## config.mk

```make
export PLATFORM = sky130hd
export DESIGN_NAME = adc_seq_ctrl
export DESIGN_NICKNAME = d
export VERILOG_FILES = /design/src/rtl/adc_ctrl_pkg.sv /design/src/rtl/adc_avg_accum.sv /design/src/rtl/adc_seq_ctrl.sv
export SDC_FILE = /design/constraint.sdc
export NUM_CORES = 1
export LEC_CHECK = 0
export CORE_UTILIZATION = 48
export DETAILED_ROUTE_END_ITERATION = 16
export PLACE_DENSITY = 0.81
export SLEW_MARGIN = 20
export SYNTH_ARGS = -nofsm -noshare
export SYNTH_HDL_FRONTEND = slang
export SYNTH_SLANG_ARGS = --single-unit
```

## constraint.sdc

```tcl
create_clock -name clk_core -period 3.6 [get_ports clk_core]
set_clock_uncertainty 0.15 [all_clocks]
set_input_delay 0.72 -clock clk_core [delete_from_list [all_inputs] [get_ports clk_core]]
set_output_delay 0.72 -clock clk_core [all_outputs]
set_load 0.01 [all_outputs]
```

## src/rtl/adc_ctrl_pkg.sv

```systemverilog
// Shared types and constants for the ADC sequencer controller: FSM state
// encoding, the response-channel map and the sequencer CSR command words.
package adc_ctrl_pkg;

    // Number of averaged channels exported to the register bank.
    localparam int NUM_CH_DEF = 5;

    // Length of the channel map below; NUM_CH must not exceed it.
    localparam int MAP_LEN = 5;

    // Sequencer response channel number for each averaged output slot.
    localparam logic [4:0] CH_MAP [0:MAP_LEN-1] = '{5'd1, 5'd2, 5'd3, 5'd4, 5'd6};

    // Sequencer CSR command words (bit0 is the run bit).
    localparam logic [31:0] CSR_RUN  = 32'd1;
    localparam logic [31:0] CSR_STOP = 32'd0;

    // Sequencer control FSM states.
    typedef enum logic [2:0] {
        ST_IDLE      = 3'd0,
        ST_START_WR  = 3'd1,
        ST_START_RD  = 3'd2,
        ST_START_CHK = 3'd3,
        ST_RUN       = 3'd4,
        ST_STOP_WR   = 3'd5
    } seq_state_t;

    // Command word for a run (1) or stop (0) write.
    function automatic logic [31:0] csr_cmd(input logic run);
        return run ? CSR_RUN : CSR_STOP;
    endfunction

endpackage

```

## src/rtl/adc_avg_accum.sv

```systemverilog
// Per-channel sample accumulators with a sweep counter. After 2^AVG_LOG2
// complete sweeps the sums are divided (truncating shift) and published as
// {4'b0, avg[11:0]} words, with a one-cycle update pulse.
module adc_avg_accum
    import adc_ctrl_pkg::*;
#(
    parameter int NUM_CH   = NUM_CH_DEF,
    parameter int AVG_LOG2 = 2
) (
    input  logic                  clk,
    input  logic                  reset,
    input  logic                  en_i,
    input  logic                  clr_i,
    input  logic                  rsp_valid_i,
    input  logic [4:0]            rsp_channel_i,
    input  logic [11:0]           rsp_data_i,
    input  logic                  rsp_eop_i,
    output logic [16*NUM_CH-1:0]  ch_data_o,
    output logic                  data_update_o
);

    // 2^AVG_LOG2 samples of 12 bits each fit exactly in ACC_W bits.
    localparam int ACC_W = 12 + AVG_LOG2;
    localparam int SW_W  = (AVG_LOG2 > 0) ? AVG_LOG2 : 1;
    localparam logic [SW_W-1:0] SWEEP_LAST = SW_W'((1 << AVG_LOG2) - 1);

    logic [SW_W-1:0] sweep_q, sweep_d;
    logic            upd_q, upd_d;
    logic            beat;
    logic            wrap;

    // Truncating divide by the sweep count, zero-extended to the bank word.
    function automatic logic [15:0] avg_trunc(input logic [ACC_W-1:0] s);
        return {4'b0000, 12'(s >> AVG_LOG2)};
    endfunction

    assign beat = en_i && rsp_valid_i;
    // The EOP beat that closes the last sweep of an averaging window.
    assign wrap = beat && rsp_eop_i && (sweep_q == SWEEP_LAST);

    // Sweep counter and update pulse next-state.
    always_comb begin
        sweep_d = sweep_q;
        upd_d   = 1'b0;
        if (clr_i) begin
            sweep_d = '0;
        end else if (wrap) begin
            sweep_d = '0;
            upd_d   = 1'b1;
        end else if (beat && rsp_eop_i) begin
            sweep_d = sweep_q + 1'b1;
        end
    end

    // Sweep counter and update pulse registers.
    always_ff @(posedge clk) begin
        if (reset) begin
            sweep_q <= '0;
            upd_q   <= 1'b0;
        end else begin
            sweep_q <= sweep_d;
            upd_q   <= upd_d;
        end
    end

    for (genvar g = 0; g < NUM_CH; g++) begin : g_ch
        logic             hit;
        logic [ACC_W-1:0] sum;
        logic [ACC_W-1:0] acc_q, acc_d;
        logic [15:0]      avg_q, avg_d;

        assign hit = rsp_valid_i && (rsp_channel_i == CH_MAP[g]);
        // Running sum including this cycle's sample, so the EOP beat counts.
        assign sum = acc_q + (hit ? ACC_W'(rsp_data_i) : ACC_W'(0));

        // Accumulate mapped samples; clear on leaving RUN or at window end.
        always_comb begin
            acc_d = acc_q;
            avg_d = avg_q;
            if (clr_i) begin
                acc_d = '0;
            end else if (wrap) begin
                acc_d = '0;
                avg_d = avg_trunc(sum);
            end else if (beat) begin
                acc_d = sum;
            end
        end

        // Accumulator is always cleared before RUN, so it needs no reset.
        always_ff @(posedge clk) begin
            acc_q <= acc_d;
        end

        // Published average holds its value until the next window completes.
        always_ff @(posedge clk) begin
            if (reset) begin
                avg_q <= '0;
            end else begin
                avg_q <= avg_d;
            end
        end

        assign ch_data_o[16*g +: 16] = avg_q;
    end

    assign data_update_o = upd_q;

endmodule

```

## src/rtl/adc_seq_ctrl.sv

```systemverilog
// ADC sequencer controller: starts the sequencer with a CSR write and
// confirms the run bit by readback (retrying up to MAX_TRIES), stops it on
// request or when end-of-packet stops arriving, and averages the response
// stream through adc_avg_accum while running.
module adc_seq_ctrl
    import adc_ctrl_pkg::*;
#(
    parameter int NUM_CH         = NUM_CH_DEF,
    parameter int AVG_LOG2       = 2,
    parameter int TIMEOUT_CYCLES = 50000,
    parameter int MAX_TRIES      = 3
) (
    input  logic                  clk_core,
    input  logic                  reset,
    input  logic                  adc_enable,
    output logic                  csr_address,
    output logic                  csr_write,
    output logic [31:0]           csr_writedata,
    output logic                  csr_read,
    input  logic [31:0]           csr_readdata,
    input  logic                  rsp_valid,
    input  logic [4:0]            rsp_channel,
    input  logic [11:0]           rsp_data,
    input  logic                  rsp_eop,
    output logic [16*NUM_CH-1:0]  ch_data,
    output logic                  data_update,
    output logic                  running,
    output logic                  fault
);

    localparam int WD_W  = $clog2(TIMEOUT_CYCLES + 1);
    localparam int TRY_W = $clog2(MAX_TRIES + 1);

    seq_state_t       state_q, state_d;
    logic [TRY_W-1:0] try_q, try_d;
    logic [WD_W-1:0]  wdog_q, wdog_d;
    logic             fault_q, fault_d;
    logic             eop_beat;
    logic             wd_expire;
    logic             in_run;
    logic             unused_rd;

    // Only the run bit of the readback carries meaning.
    assign unused_rd = ^csr_readdata[31:1];

    assign eop_beat  = rsp_valid && rsp_eop;
    // An EOP in the expiry cycle rescues the run.
    assign wd_expire = (wdog_q == WD_W'(TIMEOUT_CYCLES - 1)) && !eop_beat;
    assign in_run    = (state_q == ST_RUN);

    // State, retry counter, watchdog and sticky fault registers.
    always_ff @(posedge clk_core) begin
        if (reset) begin
            state_q <= ST_IDLE;
            try_q   <= '0;
            wdog_q  <= '0;
            fault_q <= 1'b0;
        end else begin
            state_q <= state_d;
            try_q   <= try_d;
            wdog_q  <= wdog_d;
            fault_q <= fault_d;
        end
    end

    // Next-state logic: start handshake, retry, run supervision and stop.
    always_comb begin
        state_d = state_q;
        try_d   = try_q;
        wdog_d  = '0;
        fault_d = fault_q;
        unique case (state_q)
            ST_IDLE: begin
                if (adc_enable) begin
                    state_d = ST_START_WR;
                    try_d   = TRY_W'(1);
                end else begin
                    fault_d = 1'b0;
                end
            end
            ST_START_WR:  state_d = ST_START_RD;
            ST_START_RD:  state_d = ST_START_CHK;
            ST_START_CHK: begin
                if (csr_readdata[0]) begin
                    state_d = ST_RUN;
                end else if (try_q < TRY_W'(MAX_TRIES)) begin
                    state_d = ST_START_WR;
                    try_d   = try_q + 1'b1;
                end else begin
                    fault_d = 1'b1;
                    state_d = ST_STOP_WR;
                end
            end
            ST_RUN: begin
                wdog_d = eop_beat ? '0 : wdog_q + 1'b1;
                if (wd_expire) begin
                    fault_d = 1'b1;
                end
                if (!adc_enable || wd_expire) begin
                    state_d = ST_STOP_WR;
                end
            end
            ST_STOP_WR:   state_d = ST_IDLE;
            default:      state_d = ST_IDLE;
        endcase
    end

    // Moore output decode from the registered state.
    always_comb begin
        csr_write     = 1'b0;
        csr_writedata = CSR_STOP;
        csr_read      = 1'b0;
        running       = 1'b0;
        unique case (state_q)
            ST_START_WR: begin
                csr_write     = 1'b1;
                csr_writedata = csr_cmd(1'b1);
            end
            ST_STOP_WR: begin
                csr_write     = 1'b1;
                csr_writedata = csr_cmd(1'b0);
            end
            ST_START_RD:  csr_read = 1'b1;
            ST_RUN:       running  = 1'b1;
            default:      ;
        endcase
    end

    assign csr_address = 1'b0;
    assign fault       = fault_q;

    adc_avg_accum #(
        .NUM_CH   (NUM_CH),
        .AVG_LOG2 (AVG_LOG2)
    ) u_accum (
        .clk           (clk_core),
        .reset         (reset),
        .en_i          (in_run),
        .clr_i         (!in_run),
        .rsp_valid_i   (rsp_valid),
        .rsp_channel_i (rsp_channel),
        .rsp_data_i    (rsp_data),
        .rsp_eop_i     (rsp_eop),
        .ch_data_o     (ch_data),
        .data_update_o (data_update)
    );

endmodule

```

# Yosys cells after proc, flatten, opt, wreduce, memory -nomap -nowiden
# Cells that the tools add are included.
totals:
  regBits: 155
  in_bits: 54
  out_inout_bits: 118
classes:
  addsub: 8
  n_lt_le_gt_ge: 1
  n_eq_ne: 19
  n_mux: 24
  n_bitwise: 1
  n_reduce_logical: 25
ops:
  columns: ["op", "n"]
  rows:
  - ["adder 14 bit", 5]
  - ["2-to-1 mux 12 bit", 5]
  - ["adder 16 x 1 -> 16 bit (second input constant)", 1]
  - ["equality test 16 bit (second input constant)", 1]
  - ["case mux 3 bit (5 select lines)", 1]
  - ["inequality test 2 bit (second input constant)", 7]
  - ["2-to-1 mux 3 bit", 4]
  - ["equality test 5 x 2 -> 1 bit (second input constant)", 2]
  - ["equality test 5 x 3 -> 1 bit (second input constant)", 2]
  - ["logical AND 1 bit", 10]
  - ["2-to-1 mux 1 bit", 9]
  - ["equality test 3 x 2 -> 1 bit (second input constant)", 2]
  - ["equality test 3 bit (second input constant)", 2]
  - ["2-to-1 mux 2 bit", 3]
  - ["OR reduction 2 bit", 3]
  - ["OR reduction 3 bit", 2]
  - ["equality test 5 x 1 -> 1 bit (second input constant)", 1]
  - ["AND reduction 5 bit", 1]
  - ["adder 2 x 1 -> 2 bit (second input constant)", 2]
  - ["case mux 2 bit (2 select lines)", 1]
  - ["AND reduction 2 bit", 2]
  - ["AND reduction 4 bit", 1]
  - ["equality test 3 x 1 -> 1 bit (second input constant)", 1]
  - ["logical NOT 3 bit", 1]
  - ["other kinds (8)", 9]

# Depth between registers and ports, before layout
# Gate-level depths: netlist of run 1.
depth:
  ltp_word: 6
  mapped_depth: 17
  ltp_nobuf: 15

# Hierarchy
# A second synthesis of run 1 with hierarchy kept.
unflattened:
  cells_unflattened: 1202
  area_unflattened_um2: 9525.4
modules_own_cells:
  columns: ["mod", "instances", "cells_each", "area_each_um2"]
  rows:
  - ["adc_avg_accum", 1, 1048, 8210.4]
  - ["adc_seq_ctrl", 1, 154, 1315.0]

# Least setup slack after synthesis of run 1
# Ideal clock, no wire load.
synth_path:
  path_type: "in2reg"
  start: "in rsp_valid"
  end: "reg u_accum.g_ch[0].acc_q[10]"
  setup_time_ps: 137
  arrival_ps: 3653
  t_required_ps: 3313
  setup_slack_ps: -340
  path_stages: 17
  path_buffers: 2
  path_cell_list: "clkbuf_2 -> inv_2 -> or3_1 -> nor2_1 -> and3_1 -> clkbuf_1 -> and2_1 -> ha_1 -> inv_1 -> fa_1 -> nor2b_1 -> o21ai_1 -> a21boi_1 -> o21bai_1 -> mux2i_1 -> a2111oi_0 -> o21ai_0"
synth_via:
  elab_chain_len: 4
  word_cells_on_any_way: 7
  classes_between: "add/sub (1); mux (1); reduce/logical (5)"
synth_lines:
  columns: ["item", "line", "rtl"]
  rows:
  - ["start: declaration", "adc_seq_ctrl.sv:21", "input logic rsp_valid,"]
  - ["parallel branches: the longest is 4 deep, another holds adder 14 bit", null, null]
  - ["end signal: assignment", "adc_avg_accum.sv:92", "acc_q <= acc_d;"]
  - ["end: declaration", "adc_avg_accum.sv:69", "logic [ACC_W-1:0] acc_q, acc_d;"]
# Parallel ways; which one is timed is not known.
# A chain may end at the register's enable or synchronous reset.

# Worst setup path after layout of run 1
layout_path:
  start: "in rsp_valid"
  end: "reg u_accum.g_ch[0].avg_q[9]"
layout_via:
  elab_chain_len: 4
  word_cells_on_any_way: 7
  classes_between: "add/sub (1); mux (1); reduce/logical (5)"
layout_lines:
  columns: ["item", "line", "rtl"]
  rows:
  - ["parallel branches: the longest is 4 deep, another holds adder 14 bit", null, null]
  - ["end signal: assignment", "adc_avg_accum.sv:100", "avg_q <= avg_d;"]
  - ["end: declaration", "adc_avg_accum.sv:70", "logic [15:0] avg_q, avg_d;"]
# Parallel ways; which one is timed is not known.

==> metrics list, run 1 <==
- Filler cell count in the final layout: 1470
* Kind of start point of the critical path: input pin
* Worst slew pin tran: 1020 ps
* Number of global-route vias before repair: 8434
* Type of the setup path with the least slack: input pin to flop
- Number of flops mapped to enable cells by yosys: 0
* Leakage power figure: 5.135 nW
- Horiz. Die Dim: 140.9 µm
- Hold repair after CTS inserted 0 buffers.
- Half-perimeter wire length after detailed placement: 16990 µm
- Once detail routing completed, the nets flagged for antenna violations numbered 0.
- Setup repair after global routing missed its margin: true
* Total wirelength of the detailed-routed design: 25170 µm
- Setup violations remaining at the end of the flow were counted as 0.
- The number of clock buffers added by TritonCTS is 17.
- Post-route setup TNS: 0 ps
* Ant. Diodes: 0
* Register bit count reported by yosys: 155
- The tool flagged a number of max-cap violations equal to 0.
- The initialized floorplan defines 50 standard-cell rows.
- Via density: 5.424
* Power density over the cells: 320.3 nW/µm²
* Slowest stage cell on the critical path: or3_4
* Net count, final: 1453
* Instance count of the mapped netlist: 1134
* Combined buffer and inverter count along the critical path: 3
* Clock edge transition at the registers on the reported setup and hold paths: 60 ps
* Relative slew slack: 0.3200
* Clock tree from TritonCTS: yes
* Worst hold path class: flop to flop
* CP Cell Sequence: buf_2, inv_6, or3_4, nor2_4, and3_4, buf_4, and2_1, ha_1, or2_2, nor2b_1, a2111oi_2, or3_4, nor4_1, a211o_1
* Area of the die: 19850 µm²
- Residual DRC count: 0
* Largest cells by area after synthesis: dfxtp_1, ha_1, nand2_1
- After synthesis, the mean cell area works out to 8.166 µm².
- Data on the critical path is required at its endpoint by 3780 ps.
- Area growth syn-to-layout: 30.16%
* Top_reg_cell synth: dfxtp_1
- For this run, the register share of the synthesized area comes to 0.3351.
* GRT Residual Overflow: 0
- Detailed-routing iteration count for the pre-antenna-repair pass: 5
- Dominant cell type by area after synthesis: dfxtp_1
* Outcome: finished clean
* CP Capture Type: flop
* Post-placement setup slack: -546.4 ps
* Worst ir drop on vdd: 0.0003491 V
- Core Region: 18830 µm²
- The H-tree generated during clock tree synthesis spans 4 levels.
- 172 I/O pins were placed.
- Most frequent cells after synthesis: dfxtp_1, nand2_1, nor2_1, a21oi_1, ha_1
* Synth warn: 0
* Core Util, Final: 0.6401
- For this block, the initial DRC count from the detailed router was 566.
- First-pass GRT wire length: 40050 µm
- Entering global routing, the biggest net connects 56 pins.
- The number of hold-slack violations in the final timing report is 0.
- Clock buffer depth: 2
- Count of distinct cell types in the synthesized netlist: 56
- Of the available clock period, the critical path in the final layout requires 0.9714.
- Summed instance area of the synthesized netlist: 9260 µm²
- Subtracting the final worst setup slack from the clock period gives 3497 ps.
- Along the worst path, the maximum fanout reaches 10.
- Among cell families on the critical path, the largest total delay comes from simple AND/OR/NAND/NOR gates.
- Initial Utilization: 0.4918
- Share of the synthesized area in the top cell type: 0.3351
* Most instantiated library cell after synthesis: dfxtp_1
- Overall track demand over capacity in global routing: 0.2540
- Of the cells placed in the final design, the portion with a size suffix greater than 1 is 0.1734.
- The most numerous cell type found on the critical path is or3_4.
- Antenna violations before repair: 0
- Insertion delay of the later-clocked pin in the worst-skew pair: 440 ps
* Clock root cell: clkbuf_16
- The congestion estimate from routability-driven global placement came to 0.9132.
* Share of synthesized registers carrying an async set or reset: 0
- Buffers placed on the I/O ports in this run total 88.
- Detail-routed net length per standard cell: 15.69 µm
- Final worst-path setup slack: 102.8 ps
- Slowest stage delay, CP: 450 ps
* Sinks on the clock net: 155
* Arrival time of the worst setup path: 3680 ps
- Achievable clock frequency: 0.2859 GHz
* Vias: 8700
* Die Y: 140.9 µm
* Max-slew violations: 0
[flip-flops by register name, summed over array words and instances (netlist names)]
name,cells
u_accum.g_ch.avg_q,60
try_q,2
wdog_q,16
u_accum.data_update_o,1
u_accum.g_ch.acc_q,70
state_q,3
fault,1
u_accum.sweep_q,2
[power by group]
group          leakage (nW)  switching, mW  total [mW]  internal (mW)
registers              1.25         0.0106        1.73           1.72
clock network         0.289          0.752        1.93           1.18
logic                  3.60          0.126       0.201         0.0755
total                  5.13          0.888        3.86           2.97
[what timing repair did]
action / CTS / global route
buffers inserted: 2 / 2
cloned: 1 / 0
setup endpoints to repair: 28 / 51
gates resized for setup: 31 / 29
pin swaps: 11 / 17
endpoints found under the hold margin: 0 / 0
[path summary, 6_finish.rpt]
path                            cells after the start  slack [ps]                startpoint                   endpoint
worst max-delay path                               14         100                 rsp_valid   u_accum.g_ch[0].avg_q[9]
worst min register to register                      2         300  u_accum.g_ch[0].avg_q[5]   u_accum.g_ch[0].avg_q[5]
worst max register to register                      7         920                state_q[1]  u_accum.g_ch[4].acc_q[10]
worst min-delay path                                2         300  u_accum.g_ch[0].avg_q[5]   u_accum.g_ch[0].avg_q[5]
[placed cells by master (no fill, tap or decap), types with 5 or more instances in the layout]
| cell | instances |
|---|---|
| o21ai_0 | 46 |
| nand4_1 | 7 |
| a21oi_2 | 5 |
| nand2_1 | 122 |
| and3_1 | 13 |
| nor2_1 | 112 |
| a21oi_1 | 85 |
| a31oi_1 | 6 |
| dfxtp_1 | 155 |
| nor3_1 | 18 |
| nor2b_1 | 12 |
| or3_1 | 8 |
| conb_1 | 52 |
| nor4_1 | 5 |
| clkdlybuf4s50_1 | 81 |
| xnor2_1 | 42 |
| o21ai_1 | 12 |
| xor2_1 | 28 |
| buf_4 | 138 |
| nand3b_1 | 12 |
| ha_1 | 56 |
| o21bai_1 | 8 |
| clkbuf_16 | 17 |
| o21a_1 | 8 |
| nand2b_1 | 9 |
| and2_1 | 55 |
| mux2i_1 | 35 |
| inv_1 | 22 |
| a21o_1 | 17 |
| a211oi_1 | 18 |
| nand3_1 | 29 |
| a211oi_2 | 9 |
[kinds of logic after synthesis]
kind of cell | count (synthesis) | synth area share
and+or+nand+nor | 434 | 0.2279
other | 1 | 0.0004050
adders and majority gates | 68 | 0.09593
DFF | 155 | 0.3351
buffers and inverters | 128 | 0.07526
AOI/OAI and AO/OA | 242 | 0.1604
muxes | 35 | 0.03783
xor gates and xnor gates | 71 | 0.06715
[area by class of cell]
cell class	count	area [µm²]	area share
clock buffers	21	450.4	0.03737
clock inverters	11	168.9	0.01401
multi-input cells	902	5939	0.4928
flip-flops and latches	155	3103	0.2574
well taps	260	325.3	0.02699
inverters	26	102.6	0.008512
repair buffers	229	1963	0.1629
[per-layer routing]
layer  global-route usage  vias up  wire, µm  part of all wire
li1                     -     4204         -                 -
met1               0.2971     4157     10610              0.42
met2               0.4512      277     12520              0.50
met3              0.03804       62      1176             0.047
met4               0.1287        0       863             0.034
met5                    0        -         0                 0
[metrics by stage]
stage	power, mW	cell area, µm²	std cells	hold slack, ps
2_1_floorplan	1.921	9542	1185	267.5
3_3_place_gp	1.957	11170	1567	283.8
3_5_place_dp	1.960	11170	1567	297.2
4_1_cts	3.860	11920	1602	305.9
5_1_grt	3.960	12050	1604	319.4
6_report	3.861	12050	1604	302.9
[worst min-delay path: cells and delay by family, from the launching register on]
kind            cells  cell delay, ps
flops               1             310
simple gates        1              50
compound gates      1              50
No activity file was read; power rests on OpenSTA's default activity.
==> inputs of run 2 (changes only) <==
--- a/config.mk
+++ b/config.mk
@@ -8,6 +8,8 @@
 export CORE_UTILIZATION = 48
 export DETAILED_ROUTE_END_ITERATION = 16
 export PLACE_DENSITY = 0.81
+export SETUP_SLACK_MARGIN = 0.05
+export SKIP_CTS_REPAIR_TIMING = 1
 export SLEW_MARGIN = 20
 export SYNTH_ARGS = -nofsm -noshare
 export SYNTH_HDL_FRONTEND = slang
==> metrics list, run 2 (synthesis results as in run 1) <==
- Outcome: finished clean (unchanged)
* CP Capture Type: flop (unchanged)
* Insertion delay of the later-clocked pin in the worst-skew pair: 440 ps (about the same)
- The count of antenna diodes in the layout is 0 (unchanged).
- Count of final hold-check violations: 0 (unchanged)
- The maximum ir drop on the vdd rail is 0.0003661 V (was 0.0003491 V).
- The combinational share of power was 0.053 (was 0.052).
- The master cell of the clock root buffer is clkbuf_16 (unchanged).
* Achievable clock frequency: 0.2811 GHz (was 0.2859 GHz)
- Detailed-routing iteration count for the pre-antenna-repair pass: 5 (unchanged)
* Horiz. Die Dim: 140.9 µm (unchanged)
- The internal power consumption is 3.001 mW (was 2.972 mW).
- Die Y: 140.9 µm (unchanged)
- Clock buffer depth: 2 (unchanged)
- First-pass GRT wire length: 39900 µm (was 40050 µm)
- The number of max-slew violations in the final report is 0 (unchanged).
- The minimum setup slack after placement was -615.6 ps (was -546.4 ps).
- The routed via count divided by cell count came to 5.364 (was 5.424).
* Period utilization: 0.9881 (was 0.9714)
* Critical path required time: 3760 ps (was 3780 ps)
* Final worst-path setup slack: 42.74 ps (was 102.8 ps)
- Half-perimeter wire length after detailed placement: 17500 µm (was 16990 µm)
* Largest registers: u_accum.g_ch.acc_q x70, u_accum.g_ch.avg_q x60, wdog_q x16 (unchanged)
- Core Util, Final: 0.6467 (was 0.6401)
- Sw Ratio: 0.2302 (was 0.2301)
- I/O pin count: 172 (unchanged)
- Area of the die: 19850 µm² (unchanged)
- Core Region: 18830 µm² (unchanged)
* Max FFs per register: 70 (unchanged)
- Setup repair after global routing missed its margin: true (unchanged).
* Violation count after the first detailed-route iteration: 521 (was 566)
* GRT Residual Overflow: 0 (unchanged)
* Most flops, register: u_accum.g_ch.acc_q (unchanged)
- The worst endpoint data arrival time is 3720 ps (was 3680 ps).
- The number of buffers created by CTS was 17 (unchanged).
- The starting density of the core came to 0.4918 (unchanged).
* Remaining antenna violation count: 0 (unchanged)
- CTS H-Tree Depth: 4 (unchanged)
- Worst slew pin tran: 944.1 ps (was 1020 ps)
- Switch Pwr: 0.8972 mW (was 0.8885 mW)
- The number of violations of the max-capacitance limit is 0 (unchanged).
- The proportion of power drawn by the clock network is 0.503 (was 0.499).
* Area growth syn-to-layout: 31.51% (was 30.16%)
* Residual DRC count: 0 (unchanged)
- Min Clock Period, post-route: 3557 ps (was 3497 ps)
- Detail-routed net length per standard cell: 15.65 µm (was 15.69 µm)
* Overall track demand over capacity in global routing: 0.2518 (was 0.2540)
- The largest net degree at the start of global routing is 51 (was 56).
* Worst hold path class: flop to flop (unchanged)
- Relative slew slack: 0.3706 (was 0.3200)
- Part of the total power dissipated in sequential elements: 0.444 (was 0.448)
* Final estimated routing congestion in global placement: 0.8993 (was 0.9132)
- The power per unit of standard cell area came to 320.1 nW/µm² (was 320.3 nW/µm²).
- The type of the worst setup path was input pin to flop (unchanged).
- The total via count in the routed design was 8657 (was 8700).
- Kind of start point of the critical path: input pin (unchanged)
- The number of port buffers is 88 (unchanged).
- The layout filler cell count is 1499 (was 1470).
* Clock tree from TritonCTS: yes (unchanged)
* Most frequent cells in the layout: dfxtp_1, buf_4, nand2_1 (unchanged)
- The number of rows in the core area came to 50 (unchanged).
- Net count, final: 1463 (was 1453)
* Antenna violations before repair: 0 (unchanged)
* Most common cell after layout, fill and taps aside: dfxtp_1 (unchanged)
* Sinks on the clock net: 155 (unchanged)
- Ratio of cells with drive above 1 in the final layout: 0.1809 (was 0.1734)
* Leakage power figure: 5.206 nW (was 5.135 nW)
- The final wirelength was 25260 µm (was 25170 µm).
- The top fanout value on the critical path came to 3 (was 10).
- The register clock-pin slew on the reported worst setup and hold paths came to 70 ps (was 60 ps).
- Number of global-route vias before repair: 8495 (was 8434)
* Power after layout: 3.898 mW (was 3.861 mW)
- Number of setup violations in the final report: 0 (unchanged)
[run 2: cell types whose count changed in the layout (fill, tap and decap cells not counted), moves of 3 or more]
cell      previous run  this run
clkbuf_1             3         0
o21ai_1             12         6
buf_4              138       145
ha_1                56        59
o21ai_2              1         5
[run 2: critical path, cell delays in order]
cell,delay [ps]
buf_8,80
inv_6,40
or3_4,400
buf_12,150
nor4b_4,340
and2_1,180
ha_2,180
inv_2,40
fa_2,410
nor2b_4,160
o31ai_4,100
a21oi_2,190
nand4_1,230
a211oi_2,280
xnor2_1,140
nor2_1,50
[run 2: final timing paths]
check | cells past startpoint | slack [ps] | from | to
worst max-delay path | 16 | 40 | rsp_valid | u_accum.g_ch[4].acc_q[12]
worst min-delay path | 2 | 300 | u_accum.g_ch[2].avg_q[11] | u_accum.g_ch[2].avg_q[11]
worst max register to register | 10 | 910 | u_accum.g_ch[3].acc_q[0] | u_accum.g_ch[3].acc_q[8]
worst min register to register | 2 | 300 | u_accum.g_ch[2].avg_q[11] | u_accum.g_ch[2].avg_q[11]
[run 2: cell type report]
type | count | area, µm² | share of cell area
Multi-Input combinational cell | 902 | 5927 | 0.4867
Clock buffer | 19 | 452.9 | 0.03719
Tap cell | 260 | 325.3 | 0.02671
Clock inverter | 13 | 190.2 | 0.01562
Sequential cell | 155 | 3103 | 0.2548
Inverter | 26 | 102.6 | 0.008425
Timing Repair Buffer | 239 | 2077 | 0.1706
[run 2: power by group through the flow]
stage               Sequential, mW  Combinational (mW)  Clock, mW
floorplan                     1.76               0.159          0
global placement              1.77               0.190          0
detailed placement            1.77               0.192          0
CTS                           1.73               0.194       1.98
global route                  1.73               0.221       2.04
finish                        1.73               0.206       1.96
[run 2: per-stage QoR]
stage / hold WS [ps] / area (µm²) / TNS, ps / std cells
6_report: 299.2 / 12180 / 0 / 1614
5_1_grt: 323.7 / 12180 / -199.5 / 1614
4_1_cts: 303.2 / 11850 / -3750 / 1601
3_5_place_dp: 296.1 / 11200 / -33550 / 1569
3_3_place_gp: 279.1 / 11200 / -25310 / 1569
2_1_floorplan: 267.5 / 9564 / -311.4 / 1185
[run 2: routing by layer]
| layer | global-route usage | wire length, µm | vias up |
|---|---|---|---|
| met4 | 0.1184 | 802 | 0 |
| li1 | - | - | 4240 |
| met5 | 0 | 0 | - |
| met2 | 0.4598 | 13000 | 233 |
| met1 | 0.2857 | 10350 | 4129 |
| met3 | 0.04076 | 1108 | 55 |
==> inputs of run 3 (changes only) <==
--- a/config.mk
+++ b/config.mk
@@ -7,7 +7,9 @@
 export LEC_CHECK = 0
 export CORE_UTILIZATION = 48
 export DETAILED_ROUTE_END_ITERATION = 16
-export PLACE_DENSITY = 0.81
+export GPL_TIMING_DRIVEN = 0
+export HOLD_SLACK_MARGIN = 0.03
+export PLACE_DENSITY_LB_ADDON = 0.3
 export SETUP_SLACK_MARGIN = 0.05
 export SKIP_CTS_REPAIR_TIMING = 1
 export SLEW_MARGIN = 20
==> metrics list, run 3 (synthesis results as in run 1) <==
- Outcome: finished clean (unchanged).
* Worst setup slack for register-to-register paths: 820 ps (was 910 ps)
- The cell type of the slowest stage on the worst timing path was or4_1 (was fa_2).
- Most frequent cells in the layout: dfxtp_1, nand2_1, nor2_1 (was dfxtp_1, buf_4, nand2_1).
- Clock root cell: clkbuf_16 (unchanged)
- The number of buffers created by CTS came to 17 (unchanged).
- Slowest stage delay, CP: 520 ps (was 410 ps)
* Ant. Diodes: 0 (unchanged)
- The post-detailed-route count of antenna-violating nets was 0 (unchanged).
- The CTS sink count was 155 (unchanged).
- Number of setup violations in the final report: 0 (unchanged)
* Max Cap Violations: 0 (unchanged)
- Non-filler cells in the finished layout: 1590 (was 1614)
- The register containing the most flip-flops in the final layout is u_accum.g_ch.acc_q (unchanged).
- The worst-case headroom to the max-slew limit is 0.3815 (was 0.3706).
- Residual DRC count: 0 (unchanged)
- CTS H-Tree Depth: 4 (unchanged)
- The total via count in the routed design was 8563 (was 8657).
- Critical path required time: 3840 ps (was 3760 ps)
- The most frequent standard cell in the layout excluding fill and tap cells is dfxtp_1 (unchanged).
- The number of global-route vias before repair came to 7714 (was 8495).
- The number of max-slew violations in the final report was 0 (unchanged).
- The ratio of cells with drive above 1 in the final layout was 0.1647 (was 0.1809).
- The largest net degree at the start of global routing is 17 (was 51).
- The floorplan core area came to 18830 µm² (unchanged).
* Type of the setup path with the least slack: input pin to flop (unchanged)
- Die Y: 140.9 µm (unchanged)
* Final estimated routing congestion in global placement: 0.8971 (was 0.8993)
- Power after layout: 3.753 mW (was 3.898 mW)
* Period utilization: 0.9945 (was 0.9881)
- Port Buffers: 87 (was 88)
- Achievable clock frequency: 0.2793 GHz (was 0.2811 GHz)
- Clock tree from TritonCTS: yes (unchanged)
* Clock edge transition at the registers on the reported setup and hold paths: 70 ps (about the same)
- Initial Utilization: 0.4918 (unchanged)
- The first-pass GRT wire length was 38700 µm (was 39900 µm).
- Min Clock Period, post-route: 3580 ps (was 3557 ps)
- Detail-routed net length per standard cell: 16.06 µm (was 15.65 µm)
- CP Capture Type: flop (unchanged)
* Violation count after the first detailed-route iteration: 596 (was 521)
* Post-placement setup slack: -1005 ps (was -615.6 ps)
- The final wirelength came to 25530 µm (was 25260 µm).
* Largest registers: u_accum.g_ch.acc_q x70, u_accum.g_ch.avg_q x60, wdog_q x16 (unchanged)
- The number of antenna violations at the first check in global routing is 0 (unchanged).
- The leftover overflow at the end of global routing is 0 (unchanged).
- The number of rows in the core area was 50 (unchanged).
* Placed cell count: 1532 (was 1569)
- Insertion delay of the later-clocked pin in the worst-skew pair: 440 ps (about the same)
- Arrival time of the worst setup path: 3820 ps (was 3720 ps)
* Max FFs per register: 70 (unchanged)
* Half-perimeter wire length after detailed placement: 18120 µm (was 17500 µm)
- Max Fanout on Critical Path: 4 (was 3)
* Overall track demand over capacity in global routing: 0.2485 (was 0.2518)
* Kind of start point of the critical path: input pin (unchanged)
- The reported leakage power is 4.927 nW (was 5.206 nW).
- The width of the die is 140.9 µm (unchanged).
* Post-route setup TNS: 0 ps (unchanged)
- The total I/O pin count was 172 (unchanged).
- The class of the worst hold path is flop to flop (unchanged).
* Area growth syn-to-layout: 29.63% (was 31.51%)
- The number of buffers on the longest clock path was 2 (unchanged).
* Count of final hold-check violations: 0 (unchanged)
* Power density over the cells: 312.7 nW/µm² (was 320.1 nW/µm²)
- The number of detailed-routing iterations run before antenna repair is 6 (was 5).
* Worst slew pin tran: 927.7 ps (was 944.1 ps)
* Net count, final: 1441 (was 1463)
* Final worst-path setup slack: 19.85 ps (was 42.74 ps)
* Via density: 5.386 (was 5.364)
* Setup repair after global routing missed its margin: true (unchanged)
* CP Cell Sequence: clkbuf_16, inv_16, or3_4, nor2_4, and3_4, buf_6, and2_4, ha_4, inv_2, fa_2, nor2b_2, o21ai_2, a21boi_2, o31a_1, o22ai_2, or4_1, nand3_1 (was buf_8, inv_6, or3_4, buf_12, nor4b_4, and2_1, ha_2, inv_2, fa_2, nor2b_4, o31ai_4, a21oi_2, nand4_1, a211oi_2, xnor2_1, nor2_1)
- The maximum ir drop on the vdd rail was 0.0003504 V (was 0.0003661 V).
- Area of the die: 19850 µm² (unchanged)
-- run 3: cell types whose count changed in the layout (fill, tap and decap cells not counted), moves of 3 or more --
| cell | change |
|---|---|
| buf_12 | -4 |
| buf_2 | +12 |
| o21ai_1 | +3 |
| and2_1 | -3 |
| ha_4 | +10 |
| clkbuf_1 | +25 |
| clkinv_2 | +3 |
| buf_1 | +4 |
| ha_1 | -11 |
| buf_4 | -62 |
| and2_4 | +3 |
| o21ai_0 | -5 |
-- run 3: final cells by class --
class / instances / area, µm²
fillers: 1616 / 6827
multi-input cells: 902 / 6153
flip-flops and latches: 155 / 3103
repair buffers: 116 / 1094
plain buffers: 101 / 649.4
clock buffers: 18 / 439.2
well taps: 260 / 325.3
clock inverters: 12 / 126.4
inverters: 26 / 113.9
-- run 3: path summary, 6_finish.rpt --
path	from	end	cells after the start
worst max-delay path	rsp_valid	u_accum.g_ch[0].avg_q[6]	17
worst min-delay path	wdog_q[0]	wdog_q[0]	1
worst max register to register	state_q[1]	u_accum.g_ch[4].acc_q[10]	9
worst min register to register	wdog_q[0]	wdog_q[0]	1
-- run 3: per-stage QoR --
stage	util	hold WS [ps]	area [µm²]
6_report	0.6375	296.4	12000
5_1_grt	0.6375	314.9	12000
4_1_cts	0.6015	296.1	11330
2_1_floorplan	-	267.5	9564
3_5_place_dp	0.5714	287.4	10760
3_3_place_gp	0.5714	281.6	10760
-- run 3: layer usage --
metal | part of all wire | global-route usage | vias to the layer above
li1 | - | - | 4191
met3 | 0.059 | 0.05129 | 56
met1 | 0.43 | 0.3104 | 4054
met5 | 0 | 0 | -
met4 | 0.025 | 0.09554 | 0
met2 | 0.48 | 0.4200 | 262
-- run 3: critical path: cells and delay by family --
family / cells / cell delay (ps)
fa+ha+maj: 2 / 530
compound gates: 4 / 630
buf+inv: 4 / 310
simple gates: 7 / 1620
-- run 3: power by group --
group | internal, mW | switching [mW] | total, mW
Sequential | 1.72 | 0.00278 | 1.72
Combinational | 0.113 | 0.146 | 0.260
Clock | 1.02 | 0.746 | 1.77
Total | 2.86 | 0.895 | 3.75
